==> config.mk <==
export PLATFORM = sky130hd
export DESIGN_NAME = stack_engine_flat
export DESIGN_NICKNAME = d
export VERILOG_FILES = /design/src/rtl/stack_if.sv /design/src/rtl/stack_engine.sv /design/src/flat_wrapper.sv
export SDC_FILE = /design/constraint.sdc
export NUM_CORES = 1
export LEC_CHECK = 0
export CAP_MARGIN = 10
export CORE_ASPECT_RATIO = 2
export CORE_MARGIN = 2
export CORE_UTILIZATION = 23
export DETAILED_ROUTE_END_ITERATION = 16
export GPL_TIMING_DRIVEN = 0
export PLACE_DENSITY = 0.48
export SLEW_MARGIN = 30
export SYNTH_ARGS = -nofsm -noshare
export SYNTH_HDL_FRONTEND = slang
export SYNTH_SLANG_ARGS = --single-unit
==> constraint.sdc <==
create_clock -name dclk -period 7.9 [get_ports dclk]
set_clock_uncertainty 0.1 [all_clocks]
set_input_delay 1.975 -clock dclk [delete_from_list [all_inputs] [get_ports dclk]]
set_output_delay 1.975 -clock dclk [all_outputs]
set_load 0.01 [all_outputs]
==> src/rtl/stack_if.sv <==
// Game-state bundle between the stack engine and its consumer (renderer plus input side).
// master = engine drives the game outputs; slave = consumer drives start/tick/buttons.
interface stack_if;
    logic        start;
    logic        tick;
    logic        btn_left;
    logic        btn_right;
    logic [9:0]  pos_x;
    logic [31:0] colors;
    logic [9:0]  fall_x;
    logic [9:0]  fall_y;
    logic [1:0]  fall_clr;
    logic [3:0]  height;
    logic [3:0]  misses;
    logic        game_over;

    modport master (
        input  start, tick, btn_left, btn_right,
        output pos_x, colors, fall_x, fall_y, fall_clr, height, misses, game_over
    );

    modport slave (
        output start, tick, btn_left, btn_right,
        input  pos_x, colors, fall_x, fall_y, fall_clr, height, misses, game_over
    );
endinterface

==> src/rtl/stack_engine.sv <==
// Stacking-game state producer: platform, packed colour stack and one falling block, advanced per tick.
// Optional macro STACK_LFSR_EN selects LFSR-driven spawn instead of the fixed x/colour rotation.
module stack_engine #(
    parameter int FALL_STEP = 2,
    parameter int MOVE_STEP = 4,
    parameter int TOLERANCE = 50,
    parameter int MAX_MISS  = 3,
    parameter int START_X   = 270
) (
    input  logic dclk,
    input  logic rst,
    stack_if.master bus
);
    typedef enum logic [2:0] {S_IDLE, S_SPAWN, S_FALL, S_LAND, S_OVER} state_t;

    state_t      state_reg, state_next;
    logic [9:0]  pos_x_reg, pos_x_next;
    logic [31:0] colors_reg, colors_next;
    logic [9:0]  fall_x_reg, fall_x_next;
    logic [9:0]  fall_y_reg, fall_y_next;
    logic [1:0]  fall_clr_reg, fall_clr_next;
    logic [3:0]  height_reg, height_next;
    logic [3:0]  misses_reg, misses_next;
    logic        game_over_reg, game_over_next;

    logic [9:0]  spawn_x;
    logic [1:0]  spawn_clr;

`ifdef STACK_LFSR_EN
    logic [15:0] lfsr_reg;
    logic        lfsr_fb;

    assign lfsr_fb = lfsr_reg[15] ^ lfsr_reg[13] ^ lfsr_reg[12] ^ lfsr_reg[10];

    always_ff @(posedge dclk or posedge rst) begin
        if (rst) lfsr_reg <= 16'hACE1;
        else     lfsr_reg <= {lfsr_reg[14:0], lfsr_fb};
    end

    assign spawn_x   = 10'd140 + {2'b00, lfsr_reg[7:0]};
    assign spawn_clr = (lfsr_reg[9:8] == 2'b00) ? 2'b01 : lfsr_reg[9:8];
`else
    // Spawn count kept as two residues (mod 4 for x, mod 3 for colour).
    logic [1:0] x_idx_reg;
    logic [1:0] c_idx_reg;

    always_ff @(posedge dclk or posedge rst) begin
        if (rst) begin
            x_idx_reg <= 2'd0;
            c_idx_reg <= 2'd0;
        end else if (state_reg == S_SPAWN) begin
            x_idx_reg <= x_idx_reg + 2'd1;
            c_idx_reg <= (c_idx_reg == 2'd2) ? 2'd0 : c_idx_reg + 2'd1;
        end
    end

    always_comb begin
        spawn_x = 10'd270;
        case (x_idx_reg)
            2'd0:    spawn_x = 10'd270;
            2'd1:    spawn_x = 10'd230;
            2'd2:    spawn_x = 10'd310;
            default: spawn_x = 10'd190;
        endcase
        spawn_clr = 2'b10;
        case (c_idx_reg)
            2'd0:    spawn_clr = 2'b10;
            2'd1:    spawn_clr = 2'b01;
            default: spawn_clr = 2'b11;
        endcase
    end
`endif

    // Platform position after this tick's buttons; the catch test still uses pos_x_reg.
    logic [9:0] pos_moved;
    always_comb begin
        pos_moved = pos_x_reg;
        if (bus.btn_left && !bus.btn_right)
            pos_moved = (pos_x_reg < 10'(MOVE_STEP)) ? 10'd0 : pos_x_reg - 10'(MOVE_STEP);
        else if (bus.btn_right && !bus.btn_left)
            pos_moved = (pos_x_reg > 10'(540 - MOVE_STEP)) ? 10'd540 : pos_x_reg + 10'(MOVE_STEP);
    end

    logic [10:0] next_y;
    logic [10:0] land_line;
    logic [9:0]  snap_y;
    logic [9:0]  x_diff;
    logic        catch_ok;
    logic [3:0]  misses_inc;

    assign next_y     = {1'b0, fall_y_reg} + 11'(FALL_STEP);
    assign land_line  = 11'd400 - 11'd20 * {7'd0, height_reg};
    assign snap_y     = 10'd380 - 10'd20 * {6'd0, height_reg};
    assign x_diff     = (fall_x_reg >= pos_x_reg) ? fall_x_reg - pos_x_reg : pos_x_reg - fall_x_reg;
    assign catch_ok   = (next_y + 11'd20 >= land_line) && (x_diff <= 10'(TOLERANCE));
    assign misses_inc = misses_reg + 4'd1;

    // Stack with the falling colour written into slot height+1.
    genvar gi;
    logic [31:0] colors_land;
    assign colors_land[31] = 1'b0;
    assign colors_land[0]  = 1'b0;
    generate
        for (gi = 1; gi < 16; gi++) begin : g_slot
            assign colors_land[32-2*gi -: 2] =
                (height_reg == 4'(gi - 1)) ? fall_clr_reg : colors_reg[32-2*gi -: 2];
        end
    endgenerate

    always_comb begin
        state_next     = state_reg;
        pos_x_next     = pos_x_reg;
        colors_next    = colors_reg;
        fall_x_next    = fall_x_reg;
        fall_y_next    = fall_y_reg;
        fall_clr_next  = fall_clr_reg;
        height_next    = height_reg;
        misses_next    = misses_reg;
        game_over_next = game_over_reg;

        case (state_reg)
            S_IDLE, S_OVER: begin
                if (bus.start) begin
                    colors_next    = 32'd0;
                    height_next    = 4'd0;
                    misses_next    = 4'd0;
                    pos_x_next     = 10'(START_X);
                    game_over_next = 1'b0;
                    state_next     = S_SPAWN;
                end
            end
            S_SPAWN: begin
                fall_y_next   = 10'd0;
                fall_x_next   = spawn_x;
                fall_clr_next = spawn_clr;
                if (bus.tick) pos_x_next = pos_moved;
                state_next = S_FALL;
            end
            S_FALL: begin
                if (bus.tick) begin
                    pos_x_next = pos_moved;
                    if (catch_ok) begin
                        fall_y_next = snap_y;
                        state_next  = S_LAND;
                    end else if (next_y >= 11'd480) begin
                        misses_next   = misses_inc;
                        fall_clr_next = 2'b00;
                        fall_y_next   = next_y[9:0];
                        if (misses_inc == 4'(MAX_MISS)) begin
                            game_over_next = 1'b1;
                            state_next     = S_OVER;
                        end else begin
                            state_next = S_SPAWN;
                        end
                    end else begin
                        fall_y_next = next_y[9:0];
                    end
                end
            end
            S_LAND: begin
                colors_next   = colors_land;
                height_next   = height_reg + 4'd1;
                fall_clr_next = 2'b00;
                if (bus.tick) pos_x_next = pos_moved;
                if (height_reg == 4'd14) begin
                    game_over_next = 1'b1;
                    state_next     = S_OVER;
                end else begin
                    state_next = S_SPAWN;
                end
            end
            default: state_next = S_IDLE;
        endcase
    end

    always_ff @(posedge dclk or posedge rst) begin
        if (rst) state_reg <= S_IDLE;
        else     state_reg <= state_next;
    end

    always_ff @(posedge dclk or posedge rst) begin
        if (rst) begin
            pos_x_reg     <= 10'(START_X);
            colors_reg    <= 32'd0;
            fall_x_reg    <= 10'd0;
            fall_y_reg    <= 10'd0;
            fall_clr_reg  <= 2'b00;
            height_reg    <= 4'd0;
            misses_reg    <= 4'd0;
            game_over_reg <= 1'b0;
        end else begin
            pos_x_reg     <= pos_x_next;
            colors_reg    <= colors_next;
            fall_x_reg    <= fall_x_next;
            fall_y_reg    <= fall_y_next;
            fall_clr_reg  <= fall_clr_next;
            height_reg    <= height_next;
            misses_reg    <= misses_next;
            game_over_reg <= game_over_next;
        end
    end

    assign bus.pos_x     = pos_x_reg;
    assign bus.colors    = colors_reg;
    assign bus.fall_x    = fall_x_reg;
    assign bus.fall_y    = fall_y_reg;
    assign bus.fall_clr  = fall_clr_reg;
    assign bus.height    = height_reg;
    assign bus.misses    = misses_reg;
    assign bus.game_over = game_over_reg;
endmodule
==> src/flat_wrapper.sv <==
// flat-port wrapper written by rule: the top's interface ports become plain ports
module stack_engine_flat 
#(
    parameter int FALL_STEP = 2,
    parameter int MOVE_STEP = 4,
    parameter int TOLERANCE = 50,
    parameter int MAX_MISS  = 3,
    parameter int START_X   = 270
)
  (dclk, rst, bus_start, bus_tick, bus_btn_left, bus_btn_right, bus_pos_x, bus_colors, bus_fall_x, bus_fall_y, bus_fall_clr, bus_height, bus_misses, bus_game_over);
  stack_if bus_i ();
  input  logic dclk;
  input  logic rst;
  input wire logic [$bits(bus_i.start)-1:0] bus_start;
  input wire logic [$bits(bus_i.tick)-1:0] bus_tick;
  input wire logic [$bits(bus_i.btn_left)-1:0] bus_btn_left;
  input wire logic [$bits(bus_i.btn_right)-1:0] bus_btn_right;
  output wire logic [$bits(bus_i.pos_x)-1:0] bus_pos_x;
  output wire logic [$bits(bus_i.colors)-1:0] bus_colors;
  output wire logic [$bits(bus_i.fall_x)-1:0] bus_fall_x;
  output wire logic [$bits(bus_i.fall_y)-1:0] bus_fall_y;
  output wire logic [$bits(bus_i.fall_clr)-1:0] bus_fall_clr;
  output wire logic [$bits(bus_i.height)-1:0] bus_height;
  output wire logic [$bits(bus_i.misses)-1:0] bus_misses;
  output wire logic [$bits(bus_i.game_over)-1:0] bus_game_over;
  assign bus_i.start = bus_start;
  assign bus_i.tick = bus_tick;
  assign bus_i.btn_left = bus_btn_left;
  assign bus_i.btn_right = bus_btn_right;
  assign bus_pos_x = bus_i.pos_x;
  assign bus_colors = bus_i.colors;
  assign bus_fall_x = bus_i.fall_x;
  assign bus_fall_y = bus_i.fall_y;
  assign bus_fall_clr = bus_i.fall_clr;
  assign bus_height = bus_i.height;
  assign bus_misses = bus_i.misses;
  assign bus_game_over = bus_i.game_over;
  stack_engine #(.FALL_STEP(FALL_STEP), .MOVE_STEP(MOVE_STEP), .TOLERANCE(TOLERANCE), .MAX_MISS(MAX_MISS), .START_X(START_X)) u_core (.dclk(dclk), .rst(rst), .bus(bus_i));
endmodule
==> out/results.tsv <==
metric	value	unit
outcome	completed	
ANT nets after route	0	
number of setup violations in the final report	0	
Pre-antenna DRT Iters	4	
met1 wire length	6.11	mm
Rows	79	
share of cells above drive strength 1	7.21	%
Critical Path Sink	u_core.bus.fall_y[8]$_DFFE_PP0P_	
Final Hold Viols	0	
Synth Cell Area	5410	µm²
die width	112	µm
hold buffers post-CTS	0	
most frequent cells in the layout	100 x nand2_1, 72 x clkdlybuf4s50_1, 69 x dfrtp_1, 67 x o21ai_0, 53 x nor2_1	
H-tree depth	3	
CTS sink count	73	
I/O Pins	79	
most common cell after layout, fill and taps aside	nand2_1	
max reg flops	30	
crit path cell chain	ha_1, ha_1, fa_1, xnor2_1, inv_1, ha_1, nand2_1, ha_1, a2111oi_0, o21a_1, a211oi_2, nand3_1, a2111oi_4, nand2_1, o211ai_4, buf_6, nand2_1, a32o_1	
maximum vdd ir drop	169	µV
CTS Root Cell	clkbuf_16	
Critical Path Max Stage Delay	0.48	ns
post-detailed-route wirelength per cell	17.2	µm
Reg clk slew, reported paths	0.07	ns
Seq cells post-synth	73	
RSZ-0062 raised after global routing	false	
post-synth top area cell	dfrtp_1	
Top Layer Used	met4	
Nets	785	
sequential area share after synthesis	33.9	%
Die Ht	221	µm
first-pass GRT wire length	27.2	mm
Initial DRC Count	211	
Syn Area/Cell	8.43	µm²
CP Depth	18	
Yosys top cell area share	31.9	%
initial core utilization	23.3	%
Clock Latency Late Sink	0.34	ns
fmax	211	MHz
CP arrival	4.86	ns
Hold Slack	0.386	ns
max-slew violations	0	
Port-buffer cells	72	
core area	23200	µm²
grt total ovfl	0	
ys flop type	dfrtp_1	
critical path startpoint category	flip-flop	
Required @ worst endpoint	8.02	ns
vias in the first global route	5009	
routability congestion estimate	0.841	
Buf/Inv on CP	2	
DR WL met3	511	µm
min-delay worst type	flip-flop to flip-flop	
Post-Syn Instances	641	
DR WL met2	10.1	mm
Area contributors post-synth	dfrtp_1 32%, ha_1 11%, nand2_1 6.9%	
Post-synth ARST share	100	%
CP top delay family	compound AO/OA/AOI/OAI gates	
CTS tree	yes	
FF-to-FF Start	u_core.bus.height[1]$_DFFE_PP0P_	
post-synth cell types	69	
GRT Util Overall	14.1	%
Setup CP Type	flip-flop to flip-flop	
Area Overhead vs Synth	26.6	%
dpl cells	1002	
pin count of the biggest net entering global routing	59	
worst setup path startpoint	u_core.bus.height[1]$_DFFE_PP0P_	
CP most frequent cell	ha_1	
Vias	4886	
worst-case clock buffer depth	2	
Routed WL	17.5	mm
Final min period	4.74	ns
fin worst setup slack	3.16	ns
antenna violations before repair	0	
Post-DP HPWL	13.9	mm
post-CTS setup buffers	0	
number of gates resized after cts	0	
post-DR vias/cell	4.80	
Slew headroom	42.2	%
reg2reg end	u_core.bus.fall_y[8]$_DFFE_PP0P_	
EDFF count, synth	0	
Max-cap violations	0	
pre-CTS setup slack	3.14	ns
Critical Path End Type	flip-flop	
synth warn	0	
P_leak	2.93	nW
final setup TNS	0	ns
Worst-Margin Slew	0.861	ns
R2R depth	18	
antenna diode count	0	
DRC	0	
pwr/cell area	371	nW/µm²
Die ar.	24800	µm²
crit-path max FO	10	
r2r setup slk	3.16	ns
Slowest-stage cell, CP	dfrtp_1	
TritonCTS Buffers	9	
Tcrit/Tclk final	60.0	%
fin cells	1018	
==> stage by stage <==
stage / instance area [µm²] / total power (W) / util (%)
after detailed placement: 6530 / 0.00211 / 28.1
after CTS: 6840 / 0.00257 / 29.5
final: 6840 / 0.00254 / 29.5
after floorplan: 5430 / 0.00161 / -
after global placement: 6500 / 0.00210 / 28.0
after global routing: 6840 / 0.00275 / 29.5
==> cell families (layout without fill, tap and decap cells) <==
family                   Yosys count  count (layout)  share of synthesized area (%)
AND/OR/NAND/NOR                  248             248                           21.2
AO/OA/AOI/OAI                    161             161                           20.0
flip-flops                        73              73                           33.9
buffers and inverters             70             159                           6.66
adder cells (fa/ha/maj)           50              50                           11.8
XOR/XNOR                          28              28                           4.54
multiplexers                      10              10                           1.87
other                              1               6                         0.0694
==> power breakdown <==
| part | internal, W | leakage [nW] | switching [W] |
|---|---|---|---|
| Clock | 0.000257 | 0.150 | 0.000180 |
| Combinational | 0.000634 | 1.81 | 0.000871 |
| Sequential | 0.000468 | 0.968 | 0.000126 |
| Total | 0.00136 | 2.93 | 0.00118 |
==> layer usage <==
layer | GRT usage (%) | vias up
met5 | 0 | -
met4 | 7.08 | 0
met2 | 28.7 | 119
met3 | 2.05 | 37
met1 | 13.0 | 2318
li1 | - | 2412
==> layout make-up <==
cell class / instances / area (µm²)
Tap cell: 283 / 354
Clock buffer: 10 / 239
Multi-Input combinational cell: 503 / 3230
Timing Repair Buffer: 73 / 748
Sequential cell: 73 / 1830
Fill cell: 2493 / 16400
Clock inverter: 6 / 72.6
Buffer: 31 / 214
Inverter: 39 / 151
==> worst min-delay path by stage <==
| stage | from | end | slack [ns] | depth (start not counted) |
|---|---|---|---|---|
| after global routing | u_core.bus.colors[19]$_DFFE_PP0P_ | u_core.bus.colors[19]$_DFFE_PP0P_ | 0.42 | 2 |
| after floorplan | u_core.c_idx_reg[1]$_DFFE_PP0P_ | u_core.c_idx_reg[1]$_DFFE_PP0P_ | 0.38 | 2 |
| after CTS | u_core.bus.colors[19]$_DFFE_PP0P_ | u_core.bus.colors[19]$_DFFE_PP0P_ | 0.40 | 2 |
| after detailed placement | u_core.bus.colors[12]$_DFFE_PP0P_ | u_core.bus.colors[12]$_DFFE_PP0P_ | 0.37 | 2 |
| after global placement | u_core.bus.game_over$_DFFE_PP0P_ | u_core.bus.game_over$_DFFE_PP0P_ | 0.38 | 2 |
| final | u_core.bus.colors[12]$_DFFE_PP0P_ | u_core.bus.colors[12]$_DFFE_PP0P_ | 0.39 | 2 |
==> worst reg2reg max path, stage by stage, from the launching register on <==
cell and delay (ns):
dfrtp_1 0.48, ha_1 0.34, ha_1 0.23, fa_1 0.38, xnor2_1 0.31, inv_1 0.16
ha_1 0.23, nand2_1 0.09, ha_1 0.17, a2111oi_0 0.09, o21a_1 0.14, a211oi_2 0.29
nand3_1 0.19, a2111oi_4 0.33, nand2_1 0.15, o211ai_4 0.37, buf_6 0.23, nand2_1 0.08
a32o_1 0.25
==> synth_stat cells, types with 7 or more instances <==
library cell / instances
nand2b_1: 11
nor2_1: 53
ha_1: 47
dfrtp_1: 69
xnor2_1: 16
buf_4: 7
xor2_1: 12
and3_1: 8
clkbuf_1: 15
nand3_1: 26
nand2_1: 100
o21ai_0: 67
a22o_1: 8
a21oi_1: 26
nor2b_1: 8
o31ai_1: 7
nand4_1: 8
mux2i_1: 9
inv_1: 39
nor3_1: 16
(Power assumes the default switching activity.)
==> RTL edit 1, RTL diff (same flow settings) <==
Re-encode `state_t` (5 states) as Gray code, 3 bits wide.
--- a/src/rtl/stack_engine.sv
+++ b/src/rtl/stack_engine.sv
@@ -11,7 +11,7 @@
     input  logic rst,
     stack_if.master bus
 );
-    typedef enum logic [2:0] {S_IDLE, S_SPAWN, S_FALL, S_LAND, S_OVER} state_t;
+    typedef enum logic [2:0] {S_IDLE = 3'b000, S_SPAWN = 3'b001, S_FALL = 3'b011, S_LAND = 3'b010, S_OVER = 3'b110} state_t;
 
     state_t      state_reg, state_next;
     logic [9:0]  pos_x_reg, pos_x_next;
Check against the original RTL: no difference found for any inputs over 10 cycles, from zero or initial values and one cycle with rst high; not proved beyond that.
==> RTL edit 1 against the unedited design <==
  * Sequential power up 22%
  * Total power rose by 21%
  * Synthesized area grew 2.8%
  * Setup slack improved by 0.14 ns
  * Synthesized cell count is 3.7% higher
  * Final area is 2.4% higher
  * Sequential cell count did not move
  * Final cell count rose by 2.7%
  * Wire length rose by 7.2%
  * Clock power up 4%
  * Die area increased by 2.7%
  * Critical endpoint is now u_core.bus.misses[0]
==> RTL edit 1: results (changes against the unedited design) <==
Pin count of the biggest net entering global routing -> 40 (-32%)
Status -> finished clean
Vias in the first global route -> 5395 (+7.7%)
Register-to-register setup slack -> 3.30 ns (+0.14 ns)
Final nets -> 809 (+3.1%)
Crit path arrival time -> 4.79 ns (-0.07 ns)
Synth area leaders -> dfrtp_1 31%, ha_1 11%, nand2_1 5.5%
DRT iter0 DRCs -> 176 (-17%)
WL per Instance -> 17.94 um (+4.4%)
Sequential fraction of the synthesis area -> 0.3297 (-0.009155)
Vias per cell -> 4.926 (+2.6%)
First-pass iteration count of the detailed router -> 5 (+1)
Met1 Wirelength -> 6.450 mm (+5.5%)
Met3 routed WL -> 575 um (+13%)
Crit path largest cell delay -> 0.51 ns (+0.03 ns)
Gr usage total -> 0.1526 (+0.01166)
CP endpoint -> u_core.bus.misses[0]
Switching Fraction -> 0.4651 (+0.001178)
Gpl congestion -> 0.8418 (+0.14%)
Share of cells above drive strength 1 -> 0.07520 (+0.003089)
Wire length of the first global-routing pass -> 29.48 mm (+8.3%)
Worst Max-Slew Pin Slew -> 0.7945 ns (-0.06681 ns)
CP top delay family -> adder cells
Reg2reg end -> u_core.bus.misses[0]
Fillers -> 2567 (+3.0%)
DRC viols -> 0 (unchanged)
Synth top cells by count -> 81 x nand2_1, 69 x dfrtp_1, 58 x o21ai_0, 47 x ha_1, 43 x nor2_1
[RTL edit 1: changes by cell type in the layout (fill, tap and decap cells not counted), moves of 7 or more]
cell,unedited run,this run
nand2b_1,11,18
a21o_1,1,8
o21ai_0,67,58
nand2_1,100,81
nor2_1,53,43
[RTL edit 1: worst min path at each step]
stage	from	endpoint	slack, ns	cells after the start
6_report	u_core.bus.colors[13]	u_core.bus.colors[13]	0.41	1
5_1_grt	u_core.bus.colors[14]	u_core.bus.colors[14]	0.43	1
4_1_cts	u_core.bus.colors[13]	u_core.bus.colors[13]	0.41	1
3_5_place_dp	u_core.bus.colors[13]	u_core.bus.colors[13]	0.39	1
3_3_place_gp	u_core.bus.colors[13]	u_core.bus.colors[13]	0.39	1
2_1_floorplan	u_core.c_idx_reg[1]	u_core.c_idx_reg[1]	0.38	2
[RTL edit 1: per-stage QoR]
step / hold slack, ns / std cells / instance area (um^2) / worst slack (ns)
floorplan: 0.3803 / 670 / 5575 / 3.968
global placement: 0.3917 / 1029 / 6655 / 2.305
detailed placement: 0.3866 / 1030 / 6688 / 3.338
CTS: 0.4071 / 1045 / 7007 / 3.291
global route: 0.4262 / 1045 / 7007 / 3.050
finish: 0.4095 / 1045 / 7007 / 3.304
[RTL edit 1: cell type report]
class | count | area (um^2) | share of cell area
sequential | 73 | 1832 | 0.2614
multi-input combinational | 520 | 3402 | 0.4855
tap | 287 | 359.1 | 0.05125
timing repair buffer | 73 | 748.2 | 0.1068
buffer | 40 | 202.7 | 0.02893
clock inverter | 5 | 80.08 | 0.01143
clock buffer | 10 | 239.0 | 0.03411
inverter | 37 | 143.9 | 0.02054
[RTL edit 1: kinds of logic (layout without fill, tap and decap cells)]
logic type | after synthesis | in the layout | share of synthesized area
compound gates | 180 | 180 | 0.2094
xor+xnor | 32 | 32 | 0.05314
fa+ha+maj | 50 | 50 | 0.1148
buf+inv | 77 | 165 | 0.06147
flops | 73 | 73 | 0.3297
mux | 7 | 7 | 0.01261
other cells | 1 | 6 | 0.0006749
simple gates | 245 | 245 | 0.2182
[RTL edit 1: per-layer routing]
layer	vias to the layer above	global-route usage
met3	62	0.02056
met2	144	0.3013
met4	0	0.1039
met5	-	0
li1	2516	-
met1	2426	0.1386
[RTL edit 1: power by group through the flow]
| stage | Combinational [uW] | Clock [uW] | Sequential, uW |
|---|---|---|---|
| 2_1_floorplan | 1180 | 0 | 724 |
| 3_3_place_gp | 1870 | 0 | 731 |
| 3_5_place_dp | 1890 | 0 | 728 |
| 4_1_cts | 1900 | 470 | 725 |
| 5_1_grt | 2090 | 483 | 751 |
| 6_report | 1880 | 456 | 723 |
==> RTL edit 2, RTL diff (same settings) <==
Without the edit above. `TOLERANCE` is set to 50 in 2 places; all go to 32.
--- a/src/rtl/stack_engine.sv
+++ b/src/rtl/stack_engine.sv
@@ -3,7 +3,7 @@
 module stack_engine #(
     parameter int FALL_STEP = 2,
     parameter int MOVE_STEP = 4,
-    parameter int TOLERANCE = 50,
+    parameter int TOLERANCE = 32,
     parameter int MAX_MISS  = 3,
     parameter int START_X   = 270
 ) (
--- a/src/flat_wrapper.sv
+++ b/src/flat_wrapper.sv
@@ -3,7 +3,7 @@
 #(
     parameter int FALL_STEP = 2,
     parameter int MOVE_STEP = 4,
-    parameter int TOLERANCE = 50,
+    parameter int TOLERANCE = 32,
     parameter int MAX_MISS  = 3,
     parameter int START_X   = 270
 )
Check against the original RTL: same outputs for any inputs over 10 cycles, from zero or initial values and one cycle with rst high; that may be too few to reach the edited logic, so the function may still have changed.
==> RTL edit 2 against the unedited design <==
  * Setup slack worse by 0.074 ns
  * Sequential share of layout area up 0.23 points
  * Wire length down 8.5%
  * Final area down 0.84%
  * Sequential cell count unchanged
  * Combinational power down 23%
  * Synthesized area down 1.0%
  * Total power down 16%
  * Count of clock-buffer cells in the layout down 1
  * Fmax down 1.5%
==> RTL edit 2: results (changes against the unedited design) <==
Reg2reg end -> u_core.bus.game_over
VDD IR max -> 0.1247 mV (-26%)
DRT iter0 DRCs -> 222 (+5.2%)
Post-synthesis compound-gate area fraction -> 0.1980 (-0.001686)
Vias per cell -> 4.828 (+0.59%)
Adder-cell share of the synthesized area -> 0.1192 (+0.001214)
Wire length of the first global-routing pass -> 25.65 mm (-5.8%)
Leak -> 0.002898 uW (-0.95%)
Placed Cells -> 1007 (+0.50%)
Synth top cells by count -> 101 x nand2_1, 69 x dfrtp_1, 64 x o21ai_0, 49 x nor2_1, 47 x ha_1
Gpl congestion -> 0.8231 (-2.1%)
Fillers -> 2499 (+0.24%)
Sequential fraction of the synthesis area -> 0.3423 (+0.003486)
Syn avg cell area -> 8.284 um^2 (-1.8%)
Share of cells above drive strength 1 -> 0.06622 (-0.005893)
Post-DP HPWL -> 12.24 mm (-12%)
Gr usage total -> 0.1309 (-0.01006)
DR vias -> 4939 (+1.1%)
Reg2reg start -> u_core.bus.height[1]
Vias in the first global route -> 4792 (-4.3%)
Final nets -> 790 (+0.64%)
Primary FF master, synth -> dfrtp_1
Register-to-register setup slack -> 3.09 ns (-0.07 ns)
Crit path arrival time -> 4.95 ns (+0.09 ns)
Clk buf depth -> 2 (unchanged)
Clk Latency, worst-skew pair -> 0.34 ns (about the same)
Status -> finished clean
XOR/XNOR Fraction of Synth Area -> 0.04746 (+0.002103)
R2r worst-path depth -> 16 (-2)
WL per Instance -> 15.64 um (-9.0%)
Pin count of the biggest net entering global routing -> 53 (-10%)
Synth area leaders -> dfrtp_1 32%, ha_1 11%, nand2_1 7.1%
Slew HR -> 0.5113 (+0.08903)
Unique masters post-synth -> 67 (-2.9%)
Mux contribution to synthesized area -> 0.01917 (+0.0004267)
RTL edit 2: logic make-up (layout without fill, tap and decap cells):
group | count (synthesis) | count (layout)
DFF | 73 | 73
and+or+nand+nor | 247 | 247
xor gates and xnor gates | 29 | 29
buffers and inverters | 71 | 160
AOI/OAI and AO/OA | 165 | 165
other | 1 | 6
adders and majority gates | 50 | 50
muxes | 10 | 10
RTL edit 2: report_power, final:
part / internal (uW) / switching (uW) / total (uW) / leakage (uW)
Sequential: 455 / 107 / 561 / 0.000971
Combinational: 469 / 679 / 1150 / 0.00178
Clock: 251 / 181 / 431 / 0.000149
RTL edit 2: through the flow:
| step | total power, uW | hold WS, ns | cell area (um^2) | setup slack, ns |
|---|---|---|---|---|
| after floorplan | 1327 | 0.3638 | 5370 | 3.880 |
| after global routing | 2323 | 0.4439 | 6787 | 2.657 |
| after global placement | 1708 | 0.3797 | 6445 | 2.412 |
| after detailed placement | 1713 | 0.3979 | 6477 | 3.093 |
| final | 2140 | 0.4036 | 6787 | 3.087 |
| after CTS | 2158 | 0.4120 | 6787 | 3.108 |
RTL edit 2: worst max-delay path, cell delays in order (launching register included):
cell and delay [ns]:
dfrtp_1 0.50, ha_1 0.35, ha_1 0.22, fa_1 0.38, xor2_1 0.43, o31ai_1 0.18, xnor2_1 0.16, ha_1 0.31
a2111oi_0 0.51, o21a_1 0.20, a211oi_1 0.07, o211ai_1 0.16, nor4_2 0.09, a31oi_4 0.38, buf_4 0.28, nand2_1 0.08
a221oi_1 0.29
RTL edit 2: layout make-up:
type | instances | area share
multi-input combinational | 507 | 0.4768
tap | 283 | 0.05218
buffer | 34 | 0.02415
clock buffer | 9 | 0.03319
inverter | 37 | 0.02120
timing repair buffer | 73 | 0.1103
clock inverter | 7 | 0.01235
sequential | 73 | 0.2699
RTL edit 2: worst min-delay path by stage:
stage	to	cells past startpoint	startpoint
6_report	u_core.bus.colors[26]	2	u_core.bus.colors[26]
5_1_grt	u_core.c_idx_reg[0]	2	u_core.c_idx_reg[0]
4_1_cts	u_core.bus.colors[26]	2	u_core.bus.colors[26]
3_5_place_dp	u_core.bus.colors[26]	2	u_core.bus.colors[26]
3_3_place_gp	u_core.c_idx_reg[1]	2	u_core.c_idx_reg[1]
2_1_floorplan	u_core.c_idx_reg[1]	2	u_core.c_idx_reg[1]
RTL edit 2: metal layers:
layer / vias to the layer above / wire length (um) / global-route usage / share of wire
li1: 2448 / - / - / -
met1: 2339 / 7381 / 0.1729 / 0.46
met2: 125 / 7675 / 0.2158 / 0.48
met3: 27 / 467 / 0.01485 / 0.029
met4: 0 / 473 / 0.05638 / 0.030
met5: - / 0 / 0 / 0
